==> config.mk <==
export PLATFORM = sky130hd
export DESIGN_NAME = display_arbiter
export DESIGN_NICKNAME = d
export VERILOG_FILES = /design/src/rtl/display_arbiter.sv
export SDC_FILE = /design/constraint.sdc
export NUM_CORES = 1
export LEC_CHECK = 0
export CELL_PAD_IN_SITES_DETAIL_PLACEMENT = 0
export CELL_PAD_IN_SITES_GLOBAL_PLACEMENT = 2
export CORE_ASPECT_RATIO = 0.6
export CORE_UTILIZATION = 23
export CTS_CLUSTER_DIAMETER = 120
export DETAILED_ROUTE_END_ITERATION = 10
export PLACE_DENSITY_LB_ADDON = 0.15
export SYNTH_ARGS = -nofsm -noshare
export SYNTH_HDL_FRONTEND = slang
export SYNTH_SLANG_ARGS = --single-unit
==> constraint.sdc <==
create_clock -name clk -period 2.46 [get_ports clk]
set_input_delay 0.492 -clock clk [delete_from_list [all_inputs] [get_ports clk]]
set_output_delay 0.492 -clock clk [all_outputs]
set_load 0.01 [all_outputs]
==> src/rtl/display_arbiter.sv <==
// display_arbiter: round-robin owner selection for the shared 4-digit display, with a minimum dwell before preemption.
// Optional feature macro DISPLAY_ARB_GAP_EN inserts a blank gap of GAP_CYCLES edges between owners.
module display_arbiter #(
    parameter int         DWELL_CYCLES = 1000,
    parameter logic [3:0] BLANK_CODE   = 4'hF,
    parameter int         GAP_CYCLES   = 16
) (
    input  logic        clk,
    input  logic        rst,
    input  logic [2:0]  req,
    input  logic [47:0] bcd_flat,
    output logic [2:0]  grant,
    output logic [1:0]  owner,
    output logic        active,
    output logic [15:0] bcd_out
);
    // state   | meaning
    // S_IDLE  | no owner, display blank
    // S_DWELL | owner granted, minimum dwell still running
    // S_OPEN  | dwell served, owner may be preempted
    // S_GAP   | blank gap between owners (DISPLAY_ARB_GAP_EN only)
`ifdef DISPLAY_ARB_GAP_EN
    typedef enum logic [1:0] {S_IDLE, S_DWELL, S_OPEN, S_GAP} state_t;
`else
    typedef enum logic [1:0] {S_IDLE, S_DWELL, S_OPEN} state_t;
`endif

    localparam int            CW         = $clog2(DWELL_CYCLES + 1);
    localparam logic [CW-1:0] DWELL_LAST = CW'(DWELL_CYCLES - 1);
    localparam logic [CW-1:0] DWELL_SAT  = CW'(DWELL_CYCLES);
    localparam logic [15:0]   BLANK_WORD = {4{BLANK_CODE}};

    if (DWELL_CYCLES < 1 || GAP_CYCLES < 1) begin : g_param_check
        $error("display_arbiter: DWELL_CYCLES and GAP_CYCLES must be >= 1");
    end

    state_t        r_state;
    logic [2:0]    r_grant;
    logic [1:0]    r_owner;
    logic [CW-1:0] r_cnt;
    logic [15:0]   r_bcd;

    state_t        w_state_nxt;
    logic          w_has_nxt;
    logic [1:0]    w_owner_nxt;
    logic [CW-1:0] w_cnt_nxt;
    logic          w_change;
    logic [2:0]    w_owner_oh;
    logic          w_owner_req;
    logic          w_any_other;
    logic [1:0]    w_rr_win;
    logic [2:0]    w_grant_nxt;
    logic [15:0]   w_slice;
    logic [15:0]   w_bcd_nxt;

`ifdef DISPLAY_ARB_GAP_EN
    localparam int            GW       = $clog2(GAP_CYCLES + 1);
    localparam logic [GW-1:0] GAP_LAST = GW'(GAP_CYCLES - 1);

    logic [GW-1:0] r_gap_cnt;
    logic [1:0]    r_pend;
    logic          r_pend_vld;
    logic [GW-1:0] w_gap_cnt_nxt;
    logic [1:0]    w_pend_nxt;
    logic          w_pend_vld_nxt;
`endif

    // Search starts one past the last owner, so the last owner is always considered last.
    function automatic logic [1:0] rr_pick(input logic [2:0] r, input logic [1:0] last);
        logic [1:0] a;
        logic [1:0] b;
        logic [1:0] c;
        case (last)
            2'd0:    begin a = 2'd1; b = 2'd2; c = 2'd0; end
            2'd1:    begin a = 2'd2; b = 2'd0; c = 2'd1; end
            default: begin a = 2'd0; b = 2'd1; c = 2'd2; end
        endcase
        if (r[a])      rr_pick = a;
        else if (r[b]) rr_pick = b;
        else           rr_pick = c;
    endfunction

    assign w_owner_oh  = 3'b001 << r_owner;
    assign w_owner_req = req[r_owner];
    assign w_any_other = |(req & ~w_owner_oh);
    assign w_rr_win    = rr_pick(req, r_owner);

    always_comb begin
        w_state_nxt = r_state;
        w_has_nxt   = |r_grant;
        w_owner_nxt = r_owner;
        w_cnt_nxt   = r_cnt;
        w_change    = 1'b0;
`ifdef DISPLAY_ARB_GAP_EN
        w_gap_cnt_nxt  = r_gap_cnt;
        w_pend_nxt     = r_pend;
        w_pend_vld_nxt = r_pend_vld;
`endif
        case (r_state)
            S_IDLE: begin
                if (|req) begin
                    w_has_nxt   = 1'b1;
                    w_owner_nxt = w_rr_win;
                    w_cnt_nxt   = '0;
                    w_state_nxt = S_DWELL;
                end
            end
            S_DWELL: begin
                if (!w_owner_req) begin
                    w_change = 1'b1;
                end else begin
                    if (r_cnt != DWELL_SAT) w_cnt_nxt = r_cnt + 1'b1;
                    if (r_cnt == DWELL_LAST) w_state_nxt = S_OPEN;
                end
            end
            S_OPEN: begin
                if (!w_owner_req || w_any_other) w_change = 1'b1;
            end
`ifdef DISPLAY_ARB_GAP_EN
            S_GAP: begin
                w_has_nxt = 1'b0;
                if (r_gap_cnt == '0) begin
                    w_pend_vld_nxt = 1'b0;
                    w_cnt_nxt      = '0;
                    if (r_pend_vld && req[r_pend]) begin
                        w_has_nxt   = 1'b1;
                        w_owner_nxt = r_pend;
                        w_state_nxt = S_DWELL;
                    end else if (|req) begin
                        w_has_nxt   = 1'b1;
                        w_owner_nxt = w_rr_win;
                        w_state_nxt = S_DWELL;
                    end else begin
                        w_state_nxt = S_IDLE;
                    end
                end else begin
                    w_gap_cnt_nxt = r_gap_cnt - 1'b1;
                end
            end
`endif
            default: begin
                w_has_nxt   = 1'b0;
                w_state_nxt = S_IDLE;
            end
        endcase

        if (w_change) begin
`ifdef DISPLAY_ARB_GAP_EN
            w_has_nxt      = 1'b0;
            w_state_nxt    = S_GAP;
            w_gap_cnt_nxt  = GAP_LAST;
            w_pend_nxt     = w_rr_win;
            w_pend_vld_nxt = w_any_other;
`else
            if (w_any_other) begin
                w_has_nxt   = 1'b1;
                w_owner_nxt = w_rr_win;
                w_cnt_nxt   = '0;
                w_state_nxt = S_DWELL;
            end else begin
                w_has_nxt   = 1'b0;
                w_state_nxt = S_IDLE;
            end
`endif
        end
    end

    always_comb begin
        case (w_owner_nxt)
            2'd0:    w_slice = bcd_flat[15:0];
            2'd1:    w_slice = bcd_flat[31:16];
            default: w_slice = bcd_flat[47:32];
        endcase
        w_grant_nxt = w_has_nxt ? (3'b001 << w_owner_nxt) : 3'b000;
        w_bcd_nxt   = w_has_nxt ? w_slice : BLANK_WORD;
    end

    always_ff @(posedge clk) begin
        if (rst) begin
            r_state <= S_IDLE;
            r_grant <= 3'b000;
            r_owner <= 2'd2;
            r_cnt   <= '0;
            r_bcd   <= BLANK_WORD;
        end else begin
            r_state <= w_state_nxt;
            r_grant <= w_grant_nxt;
            r_owner <= w_owner_nxt;
            r_cnt   <= w_cnt_nxt;
            r_bcd   <= w_bcd_nxt;
        end
    end

`ifdef DISPLAY_ARB_GAP_EN
    always_ff @(posedge clk) begin
        if (rst) begin
            r_gap_cnt  <= '0;
            r_pend     <= 2'd0;
            r_pend_vld <= 1'b0;
        end else begin
            r_gap_cnt  <= w_gap_cnt_nxt;
            r_pend     <= w_pend_nxt;
            r_pend_vld <= w_pend_vld_nxt;
        end
    end
`endif

    assign grant   = r_grant;
    assign owner   = r_owner;
    assign active  = |r_grant;
    assign bcd_out = r_bcd;
endmodule
==> flow_metrics.py, run 1 <==
metrics = {
    "critical_path": {
        "cp_common_cell": "a221o_1",
        "required_ps": 2620,
        "crit_arrival_ps": 2500,
        "slowest_stage": "clkdlybuf4s50_1",
        "crit_type": "input port to flop",
        "reg2reg_from": "r_state[1]",
        "end_kind": "flop",
        "r2r_end": "bcd_out[15]",
        "crit_path_max_fanout": 18,
        "worstSetupStartpointType": "input port",
        "reg2reg_setup_slack_ps": 120,
        "cp_cell_sequence": "clkdlybuf4s50_1, mux2i_1, a221o_1, buf_4, a221o_1, nand4_1, nor2b_4, buf_12, a2bb2oi_2",
        "cpPeakStageDelay_ps": 470,
        "worstRegToRegCells": 10,
    },
    "synthesis": {
        "syn-num-nets": 269,
        "synth_cells": 209,
        "yosys.cell_count.top_type": "dfxtp_1",
        "synth_ff_type": "dfxtp_1",
        "synth_edf_count": 0,
        "yosys_register_bits": 33,
        "synth_sequential_area_ratio_pct": 33.0,
        "synthArstFlopShare_pct": 0,
        "synth_area_leaders": "dfxtp_1, a2bb2oi_2, mux2i_1",
        "synth.top_cell.area_share_pct": 33.0,
        "yosys.area.top_type": "dfxtp_1",
        "syn_area_um2": 2000,
        "synth_cell_types": 44,
        "synth_commonest_cells": "dfxtp_1, mux2i_1, a2bb2oi_2",
        "ys_warn_count": 0,
        "avgSynthCellArea_um2": 9.57,
    },
    "run": {
        "cap_violations": 0,
    },
    "routing": {
        "route.detailed.drc": 0,
        "vias": 1850,
        "drt_wl_total_um": 5840,
        "drt_iter0_markers": 54,
        "ant_nets": 0,
        "drtPass1Iterations": 4,
        "avgRoutedWirePerCell_um": 14.0,
        "via_per_inst": 4.44,
    },
    "floorplanning": {
        "die_area_um2": 9090,
        "core_area_um2": 8130,
        "initial_utilization_pct": 24.6,
        "std_cell_rows": 25,
        "ios": 75,
        "fp.dieH_um": 74.2,
        "die_x_um": 122,
    },
    "timing": {
        "drv_slew": 0,
        "finalSetupViolCount": 0,
        "period_needed_ps": 2340,
        "relSlewSlack_pct": 74.2,
        "tightest_slew_ps": 383,
        "fmax_mhz": 427,
        "worst_clock_skew_ps": 4.56,
        "min_period_over_period_pct": 95.2,
        "hold_violations": 0,
        "fin_ws_ps": 119,
        "timing.hold.ws_ps": 485,
    },
    "global_routing": {
        "grt.overflow.total": 0,
        "grt_max_degree": 21,
        "grt_usage_pct": 12.7,
        "antenna_found_initial": 0,
        "grt_pass1_vias": 1721,
        "grt_pass1_wl_um": 8740,
    },
    "power_and_ir_drop": {
        "finalPower_uw": 3680,
        "power-per-cell-area_nw_per_um2": 1090,
        "peakVddDrop_v": 0.000413,
        "p_leak_uw": 0.00137,
    },
    "clocking": {
        "cts_buffer_depth": 2,
        "clock-root-buffer": "clkbuf_16",
        "hold_buffers": 0,
        "cts_buffers": 5,
        "clkLatencyLatePin_ps": 280,
        "numClockSinks": 33,
        "cts_tree": "done",
        "clk_pin_slew_ps": 50,
        "htree_levels": 2,
    },
    "hold_path": {
        "worstHoldStart": "r_cnt[8]",
        "holdPathEnd": "r_cnt[8]",
        "hold_depth": 2,
        "hold_path.class": "flop to flop",
    },
    "layout": {
        "drive_above_1_share_pct": 22.7,
        "nFillCells": 863,
        "diodes": 0,
        "area_growth_pct": 68.2,
        "fin_nets": 369,
    },
    "place": {
        "dp_hpwl_um": 4370,
        "place.gp.congestion": 0.747,
        "post-place-ws_ps": -268,
        "portBuffers": 74,
    },
    "status": {
        "status": "complete, no violations",
    },
}
-- how the worst max path moves through the flow --
stage	startpoint	end	slack, ps	depth (start not counted)
floorplan	r_state[1]	bcd_out[10]	110	9
global placement	req[1]	bcd_out[2]	-270	8
detailed placement	req[1]	bcd_out[14]	-270	8
CTS	req[1]	bcd_out[4]	10	8
global route	r_state[1]	grant[0]	-0.5	10
finish	req[2]	bcd_out[15]	120	9
-- worst max-delay path, delay by kind of cell --
family | cells | cell delay (ps)
buffers and inverters | 3 | 820
AND/OR/NAND/NOR | 2 | 340
AO/OA/AOI/OAI | 3 | 740
multiplexers | 1 | 90
-- cell families (layout without fill, tap and decap cells) --
group | count (synthesis) | count (layout) | share of synthesized area, %
buffers and inverters | 24 | 124 | 7.19
muxes | 21 | 21 | 10.6
AOI/OAI and AO/OA | 52 | 52 | 25.1
adders and majority gates | 7 | 7 | 4.38
and+or+nand+nor | 64 | 64 | 16.3
DFF | 33 | 33 | 33.0
xor gates and xnor gates | 8 | 8 | 3.50
-- state kept, by name, summed over array words and instances (netlist names) --
signal,flops
r_state,2
owner,2
grant,3
r_cnt,10
bcd_out,16
-- layer usage --
layer / vias up / part of all wire (%) / wire (um) / track usage (%)
li1: 962 / - / - / -
met1: 812 / 49 / 2860 / 17.3
met5: - / 0 / 0 / 0
met2: 74 / 36 / 2120 / 16.0
met3: 2 / 14 / 830 / 8.28
met4: 0 / 0.57 / 33 / 3.25
-- cell usage in the layout (no fill, tap or decap), types with 2 or more instances in the layout --
cell type / count
and2_1: 2
a21oi_1: 5
nand2b_1: 3
o21ai_0: 5
inv_1: 8
xnor2_1: 3
nor2b_1: 2
a2bb2oi_2: 16
o211ai_1: 4
mux2i_1: 16
a211o_1: 2
nor2_1: 15
dlymetal6s2s_1: 2
or3_1: 5
clkdlybuf4s50_1: 72
nor3_1: 4
a211oi_1: 2
buf_4: 27
a22oi_1: 10
mux2i_2: 3
nand3_1: 8
nand4_1: 3
xor2_1: 5
a221o_1: 2
dfxtp_1: 33
buf_12: 5
nand2_1: 11
ha_1: 6
clkbuf_16: 8
-- repair_timing --
item                       CTS  global route
setup endpoints to repair    0            19
gates resized for setup      0            13
setup buffers                0             2
-- per-stage QoR --
| stage | utilization, % | setup TNS (ps) | cell area [um2] | cells |
|---|---|---|---|---|
| global route | 41.4 | -0.500 | 3370 | 417 |
| CTS | 39.4 | 0 | 3200 | 412 |
| floorplan | - | 0 | 2000 | 209 |
| global placement | 37.4 | -5370 | 3040 | 405 |
| detailed placement | 37.4 | -5760 | 3040 | 405 |
| finish | 41.4 | 0 | 3370 | 417 |
-- area by class of cell --
type | count | area (um2) | area share [%]
Sequential cell | 33 | 661 | 19.6
Clock inverter | 2 | 35.0 | 1.04
Multi-Input combinational cell | 152 | 1260 | 37.3
Clock buffer | 5 | 125 | 3.72
Timing Repair Buffer | 109 | 1120 | 33.4
Inverter | 8 | 30.0 | 0.892
Tap cell | 108 | 135 | 4.01
-- where the power goes --
part / leakage, uW / internal (uW) / switching (uW)
logic: 0.00102 / 1270 / 990
clock network: 0.0000797 / 470 / 224
registers: 0.000271 / 668 / 57.5
total: 0.00137 / 2410 / 1270
Power figures use the tool's default switching activity.
==> inputs of run 2 (changes only) <==
--- a/config.mk
+++ b/config.mk
@@ -11,6 +11,7 @@
 export CORE_UTILIZATION = 23
 export CTS_CLUSTER_DIAMETER = 120
 export DETAILED_ROUTE_END_ITERATION = 10
+export GPL_TIMING_DRIVEN = 0
 export PLACE_DENSITY_LB_ADDON = 0.15
 export SYNTH_ARGS = -nofsm -noshare
 export SYNTH_HDL_FRONTEND = slang
==> run 2 against run 1 <==
  * Die area unchanged
  * Power decreased by 7.0%
  * Sequential share of layout area increased by 1.1 points
  * First-iteration DRC count increased by 28%
  * Register-to-register slack got worse by 60 ps
  * Sequential power increased by 1%
  * Sequential cell count unchanged
  * Critical path type is now flop to flop
  * Count of clock-buffer cells in the layout unchanged
  * Global-route usage increased by 0.71 points
  * Clock skew about the same
  * Non-clock buffer count decreased by 10
  * Wire length increased by 0.21%
==> flow_metrics.py, run 2 (synthesis results as in run 1) <==
metrics = {
    "timing": {
        "fin_tns_setup_ps": 0,
        "fin_ws_ps": 63.2,
        "fmax_mhz": 417,
        "drv_slew": 0,
        "tightest_slew_ps": 791,
        "period_needed_ps": 2400,
        "relSlewSlack_pct": 46.9,
        "rsz0062_at_grt": "true",
        "worst_clock_skew_ps": 4.09,
        "finalSetupViolCount": 0,
        "min_period_over_period_pct": 97.4,
        "hold_violations": 0,
    },
    "layout": {
        "final_common_cell": "clkdlybuf4s50_1",
        "fin_nets": 359,
        "area_growth_pct": 59.7,
        "nFillCells": 875,
        "drive_above_1_share_pct": 20.4,
        "largest_register_ffs": 16,
        "most-common-layout-cells": "clkdlybuf4s50_1, dfxtp_1, mux2i_1, a2bb2oi_2, nor2_1",
        "diodes": 0,
        "postLayoutCellArea_um2": 3200,
    },
    "critical_path": {
        "crit_type": "flop to flop",
        "crit_arrival_ps": 2560,
        "r2r_end": "bcd_out[0]",
        "crit_path_max_fanout": 7,
        "required_ps": 2620,
        "reg2reg_setup_slack_ps": 60,
        "worstRegToRegCells": 9,
        "startpoint": "r_state[1]",
        "end_kind": "flop",
        "worstSetupStartpointType": "flop",
        "crit_end": "bcd_out[0]",
        "reg2reg_from": "r_state[1]",
    },
    "floorplanning": {
        "fp.dieH_um": 74.2,
        "core_area_um2": 8130,
        "initial_utilization_pct": 24.6,
        "die_area_um2": 9090,
        "die_x_um": 122,
        "std_cell_rows": 25,
        "ios": 75,
    },
    "routing": {
        "route.detailed.drc": 0,
        "avgRoutedWirePerCell_um": 14.4,
        "ant_nets": 0,
        "drt_wl_total_um": 5850,
        "vias": 1817,
        "drtPass1Iterations": 4,
        "via_per_inst": 4.46,
        "drt_iter0_markers": 69,
    },
    "global_routing": {
        "grt.overflow.total": 0,
        "grt_pass1_wl_um": 9090,
        "antenna_found_initial": 0,
        "grt_usage_pct": 13.4,
        "grt_pass1_vias": 1789,
        "grt_max_degree": 11,
    },
    "hold_path": {
        "hold_depth": 2,
        "hold_path.class": "flop to flop",
    },
    "place": {
        "portBuffers": 72,
        "place.gp.congestion": 0.701,
        "dp_hpwl_um": 4410,
        "post-place-ws_ps": -496,
        "placed_area_um2": 2860,
    },
    "power_and_ir_drop": {
        "peakVddDrop_v": 0.000332,
        "finalPower_uw": 3420,
        "power-per-cell-area_nw_per_um2": 1070,
        "p_leak_uw": 0.00126,
    },
    "clocking": {
        "cts_tree": "done",
        "cts_buffer_depth": 2,
        "htree_levels": 2,
        "clkLatencyLatePin_ps": 270,
        "cts_buffers": 5,
        "clk_pin_slew_ps": 50,
        "numClockSinks": 33,
        "clock-root-buffer": "clkbuf_16",
    },
    "run": {
        "cap_violations": 0,
    },
    "status": {
        "status": "complete, no violations",
    },
}
-- run 2: worst min-delay path by stage --
stage,startpoint,end,slack [ps]
3_3_place_gp,r_cnt[8],r_cnt[8],480
4_1_cts,r_cnt[8],r_cnt[8],490
6_report,r_cnt[8],r_cnt[8],490
3_5_place_dp,r_cnt[8],r_cnt[8],480
2_1_floorplan,r_cnt[8],r_cnt[8],460
5_1_grt,r_cnt[8],r_cnt[8],520
-- run 2: per-layer routing --
| layer | global-route usage [%] | part of all wire [%] | vias up |
|---|---|---|---|
| li1 | - | - | 944 |
| met1 | 18.2 | 51 | 804 |
| met2 | 17.3 | 35 | 67 |
| met3 | 7.75 | 13 | 2 |
| met4 | 4.88 | 0.67 | 0 |
| met5 | 0 | 0 | - |
-- run 2: cell type report --
type / count / area [um2] / share of cell area, %
Buffer: 16 / 131 / 4.11
Clock buffer: 5 / 125 / 3.92
Clock inverter: 2 / 35.0 / 1.10
Inverter: 8 / 30.0 / 0.940
Multi-Input combinational cell: 152 / 1250 / 39.2
Sequential cell: 33 / 663 / 20.8
Tap cell: 108 / 135 / 4.23
Timing Repair Buffer: 83 / 822 / 25.7
-- run 2: power breakdown --
part,internal (uW),switching (uW)
clock,470,231
combinational,1020,958
sequential,671,64.4
total,2170,1250
-- run 2: worst max-delay path: stages, from the launching register on --
cell       delay, ps
dfxtp_2          350
inv_2             60
ha_4             160
and2_4           140
a221o_2          400
a211o_1          350
a32oi_4          300
buf_6            210
mux2i_1          230
a2bb2oi_2         70
-- run 2: metrics by stage --
stage	hold slack [ps]	util (%)	std cells
after floorplan	459	-	209
after global placement	477	35.1	389
after detailed placement	482	35.1	389
after CTS	490	38.0	401
after global routing	524	39.3	407
final	492	39.3	407
-- run 2: repair_timing --
action / CTS / global route
hold buffers: 0 / 0
buffers inserted: 4 / 6
endpoints found under the hold margin: 0 / 0
gates cloned: 1 / 0
pin swaps: 5 / 6
endpoints found under the setup margin: 26 / 26
gates resized for setup: 10 / 14
